### config.mk
export PLATFORM = sky130hd
export DESIGN_NAME = error_dac_drive
export DESIGN_NICKNAME = d
export VERILOG_FILES = /design/src/rtl/error_dac_drive.sv
export SDC_FILE = /design/constraint.sdc
export NUM_CORES = 1
export LEC_CHECK = 0
export CELL_PAD_IN_SITES_DETAIL_PLACEMENT = 1
export CELL_PAD_IN_SITES_GLOBAL_PLACEMENT = 2
export CORE_MARGIN = 2
export CORE_UTILIZATION = 35
export CTS_CLUSTER_SIZE = 10
export DETAILED_ROUTE_END_ITERATION = 6
export GPL_TIMING_DRIVEN = 0
export PLACE_DENSITY_LB_ADDON = 0.1
export SYNTH_ARGS = -nofsm -noshare
export SYNTH_HDL_FRONTEND = slang
export SYNTH_SLANG_ARGS = --single-unit
### constraint.sdc
create_clock -name clk -period 3.3 [get_ports clk]
set_clock_uncertainty 0.05 [all_clocks]
set_input_delay 0.66 -clock clk [delete_from_list [all_inputs] [get_ports clk]]
set_output_delay 0.66 -clock clk [all_outputs]
set_load 0.005 [all_outputs]
### src/rtl/error_dac_drive.sv
// Integrates +/-DAPL steps into a saturating signed error count and drives
// a sign-magnitude PWM whose duty is latched only at the start of each period.
module error_dac_drive #(
  parameter int LIMIT    = 384,
  parameter int PWM_BITS = 9
) (
  input  logic       clk,
  input  logic       rst,
  input  logic       pdapl,
  input  logic       mdapl,
  input  logic       err_en,
  input  logic       ovf_clr,
  output logic [9:0] count,
  output logic       sign,
  output logic       pwm,
  output logic       zero,
  output logic       ovf,
  output logic       period_start
);
  localparam int CW = 10;
  localparam logic signed [CW-1:0] LIM_P = CW'(LIMIT);
  localparam logic signed [CW-1:0] LIM_N = CW'(-LIMIT);
  localparam logic signed [CW-1:0] ONE   = CW'(1);

  logic                       pd_q, pd_qq, md_q, md_qq;
  logic                       live_q;
  logic signed [CW-1:0]       count_q, count_d;
  logic                       zero_q, ovf_q, ovf_d;
  logic        [PWM_BITS-1:0] cnt_q, cnt_d;
  logic        [PWM_BITS-1:0] duty_q, duty_d;
  logic                       sign_q, sign_d, pwm_q;
  logic                       p_step, m_step, ps;
  logic        [CW-1:0]       mag;

  assign p_step = pd_q & ~pd_qq;
  assign m_step = md_q & ~md_qq;
  // live_q is low only on the first cycle after reset; the counter holds at 0
  // for that cycle so the first period_start lands one clock after rst drops.
  assign ps     = live_q && (cnt_q == '0);

  always_comb begin
    count_d = count_q;
    ovf_d   = ovf_q;
    if (ovf_clr) ovf_d = 1'b0;
    if (!err_en) begin
      count_d = '0;
    end else if (p_step && m_step) begin
      count_d = count_q;
    end else if (p_step) begin
      if (count_q == LIM_P) ovf_d = 1'b1;
      else                  count_d = count_q + ONE;
    end else if (m_step) begin
      if (count_q == LIM_N) ovf_d = 1'b1;
      else                  count_d = count_q - ONE;
    end
  end

  always_comb begin
    mag    = count_q[CW-1] ? CW'(-count_q) : CW'(count_q);
    duty_d = duty_q;
    sign_d = sign_q;
    if (ps) begin
      duty_d = err_en ? PWM_BITS'(mag) : '0;
      sign_d = err_en & count_q[CW-1];
    end
    cnt_d = live_q ? cnt_q + PWM_BITS'(1) : cnt_q;
  end

  always_ff @(posedge clk) begin
    if (rst) begin
      pd_q    <= 1'b0;
      pd_qq   <= 1'b0;
      md_q    <= 1'b0;
      md_qq   <= 1'b0;
      live_q  <= 1'b0;
      count_q <= '0;
      zero_q  <= 1'b1;
      ovf_q   <= 1'b0;
      cnt_q   <= '0;
      duty_q  <= '0;
      sign_q  <= 1'b0;
      pwm_q   <= 1'b0;
    end else begin
      pd_q    <= pdapl;
      md_q    <= mdapl;
      // Prime qq from the raw input on the first cycle so a level already
      // high when reset releases is not mistaken for a rising edge.
      pd_qq   <= live_q ? pd_q : pdapl;
      md_qq   <= live_q ? md_q : mdapl;
      live_q  <= 1'b1;
      count_q <= count_d;
      zero_q  <= (count_d == '0);
      ovf_q   <= ovf_d;
      cnt_q   <= cnt_d;
      duty_q  <= duty_d;
      sign_q  <= sign_d;
      pwm_q   <= (cnt_q < duty_d);
    end
  end

  assign count        = count_q;
  assign zero         = zero_q;
  assign ovf          = ovf_q;
  assign sign         = sign_q;
  assign pwm          = pwm_q;
  assign period_start = ps;
endmodule

==> impl_results.md <==
- FF-to-FF path depth: 11
- Area leader, netlist: dfxtp_1
- Final WL: around 6.3 mm
- Ranking of synthesized cells by area: dfxtp_1 (32%), ha_1 (7.1%), nor2_1 (6.2%)
- Sw Share: 0.268
- Die area: 0.00720 mm^2
- Routed Antenna Nets: 0
- Grt met2 use: 0.294
- ANT cells: 0
- Grt total ovfl: 0
- Die Ht: approximately 85 um
- Req. time, crit path: about 3500 ps
- R2r startpoint: count[0]
- Cts hold-fix bufs: 0
- Initial Utilization: 0.361
- Total power: ~1100 uW
- GRT met1 Usage: 0.273
- Filler cells: 770
- Gp weighted congestion: 0.826
- Beginning of the critical path: count[0]
- Ys async rst share: 0
- Detailed-router iteration count before antenna repair: 4
- Total I/O pin count: 21
- Leakage Power: between 0.001 and 0.0015 uW
- Worst-Skew Late Latency: ~290 ps
- Critical Path Source Type: flip-flop
- Setup crit end kind: flip-flop
- Total CTS buffers: 5
- GR Util All Layers: 0.189
- Net load switching power: between 200 and 300 uW
- Number of synthesized flops with an enable pin: 0
- Largest net degree at the start of global routing: 12
- Outcome: completed
- Fmax: around 330 MHz
- Cell area after layout: roughly 0.0027 mm^2
- Warnings from Yosys: 0
- Crit share post-route: 0.909
- DP Wirelength: around 4.8 mm
- Critical Setup Path Class: reg -> reg
- Worst-path fanout max: 9
- Synth Net Count: 294
- Finish-stage setup viols: 0
- Sequential area share after synthesis: 0.323
- Core area: 0.00635 mm^2
- Fraction of layout cells with a size suffix above 1: 0.0897
- Power Density: around 400 mW/mm^2
- Clk buf depth: 2
- Least-Margin Pin Slew: slightly below 700 ps
- Clock Pin Slew Worst Setup and Hold Paths: 80 ps
- Hold depth: 2
- Logic pwr share: 0.174
- Post-Syn Instances: about 280
- Internal power: between 700 and 800 uW
- Initial DRC Count: between 100 and 150
- Post-Syn Area: between 0.002 and 0.0025 mm^2
- M3 GR Usage: 0.0370
- CTS tree: built
- Max FFs per register: 10
- Sequential share of power: 0.441
- Initial antenna violation count: 0
- Nets: 319
- First-pass GRT wire length: approximately 11 mm
- Top FF cell, synth: dfxtp_1
- # rows: 29
- R2r endpoint: pwm
- Slew Viols, Final: 0
- Input/output buffers: 20
- Peak VDD IR: ~0.20 mV
- Post-Syn Area per Cell: between 8 and 9 um^2
- Hold WC Path Type: reg -> reg
- Worst R2R Setup Slack: roughly 300 ps
- RSZ-0062 raised after global routing: false
- Clk pwr share: 0.385
- Cell variety after synth: 52
- GRT Max-Usage Layer: met2
- Slew HR: 0.543
- FF+latch count, synth: 37
- Post-DP Area: between 0.002 and 0.003 mm^2
- Clock Root Buffer: clkbuf_8
- Htree depth: 2
- Syn-to-layout area delta: 18.3%
- Clock Sink Count: 37
- Vias in the first global route: approximately 2200
- Wire length per cell: about 17 um
- DR vias: 2063
- Minimum period implied by the final worst setup slack: between 3000 and 4000 ps
- Endpoints failing hold: 0
- End of the critical path: pwm
- MaxCap Viol Count: 0
- Drt via density: 5.46
- Post-route DRC: 0
- Die Width: ~85 um
- Top cell type's share of synthesized area: 0.323
- WP data arrival: approximately 3200 ps
## through the flow
| stage | worst slack (ps) | hold WS [ps] | cells | setup TNS [ps] | util |
|---|---|---|---|---|---|
| floorplan | 523 | 400 | 275 | 0 | - |
| global placement | -8.75 | 419 | 372 | -8.75 | 0.407 |
| detailed placement | 4.15 | 426 | 372 | 0 | 0.407 |
| CTS | 70.9 | 444 | 380 | 0 | 0.427 |
| global route | 74.1 | 485 | 378 | 0 | 0.426 |
| finish | 299 | 436 | 378 | 0 | 0.426 |
## per-layer routing
| metal | wire, um | vias up | part of all wire |
|---|---|---|---|
| met5 | 0 | - | 0 |
| met4 | 65 | 0 | 0.010 |
| met3 | 197 | 6 | 0.031 |
| met2 | 2770 | 36 | 0.44 |
| met1 | 3300 | 994 | 0.52 |
| li1 | - | 1027 | - |
## power groups by stage
stage	registers (uW)	logic, uW	clock network, uW
floorplan	483	123	0
global placement	484	190	0
detailed placement	485	190	0
CTS	474	192	431
global route	479	208	450
finish	477	188	417
## worst max-delay path, cell delays in order, from the launching register on
cell and delay [ps]:
dfxtp_1 430, inv_1 180, ha_2 230, or2b_1 320, o31ai_1 260, xor2_1 180
nor2_1 80, a21oi_2 150, ha_1 280, and4_1 230, a2111o_1 400, a31oi_1 130
## what timing repair did
action                                  in CTS  in global routing
buffers inserted                             0                  0
endpoints found under the setup margin       1                  1
resized for setup                            1                  2
## cells by family (layout without fill, tap and decap cells)
group | Yosys count | after routing | synth area share
AO/OA/AOI/OAI | 46 | 46 | 0.135
XOR/XNOR | 20 | 20 | 0.0765
adder cells (fa/ha/maj) | 13 | 13 | 0.0710
buffers and inverters | 31 | 57 | 0.0683
flip-flops | 37 | 37 | 0.323
multiplexers | 8 | 8 | 0.0355
AND/OR/NAND/NOR | 120 | 120 | 0.290
## area by class of cell
cell class	instances	area, um^2	share of cell area
clock inverter	1	30.0	0.0111
sequential	37	741	0.274
tap	77	96.3	0.0356
timing repair buffer	20	200	0.0739
clock buffer	7	86.3	0.0319
inverter	14	52.6	0.0194
buffer	15	96.3	0.0356
multi-input combinational	207	1410	0.519
## cell usage in the layout, fill, tap and decap left out, drive strengths merged, types with 8 or more instances in the layout
cell type,netlist,final
inv,14,14
and3,8,8
xor2,8,8
clkbuf,8,13
nand4,8,8
nor2,38,38
clkdlybuf4s50,0,20
nand3,8,8
dfxtp,37,37
xnor2,12,12
nor4,8,8
nand2,11,11
ha,13,13
nor3,11,11
buf,9,9
a21oi,13,13
## Yosys cell counts (all sizes together) (4+ instances only)
library cell,n
clkbuf,8
nand3,8
xor2,8
buf,9
xnor2,12
mux2i,7
nor2b,6
nand4,8
inv,14
and3,8
nand2b,4
nand2,11
nor2,38
o21ai,7
ha,13
a21oi,13
dfxtp,37
a21boi,4
nor4,8
nor3,11
o31ai,4
## how the worst min path moves through the flow
stage | from | to | slack, ps
after floorplan | duty_q[5] | duty_q[5] | 400
after global placement | sign | sign | 420
after detailed placement | duty_q[6] | duty_q[6] | 430
after CTS | duty_q[6] | duty_q[6] | 440
after global routing | duty_q[5] | duty_q[5] | 490
final | sign | sign | 440
Note: power is estimated with default switching activity, not from simulation.
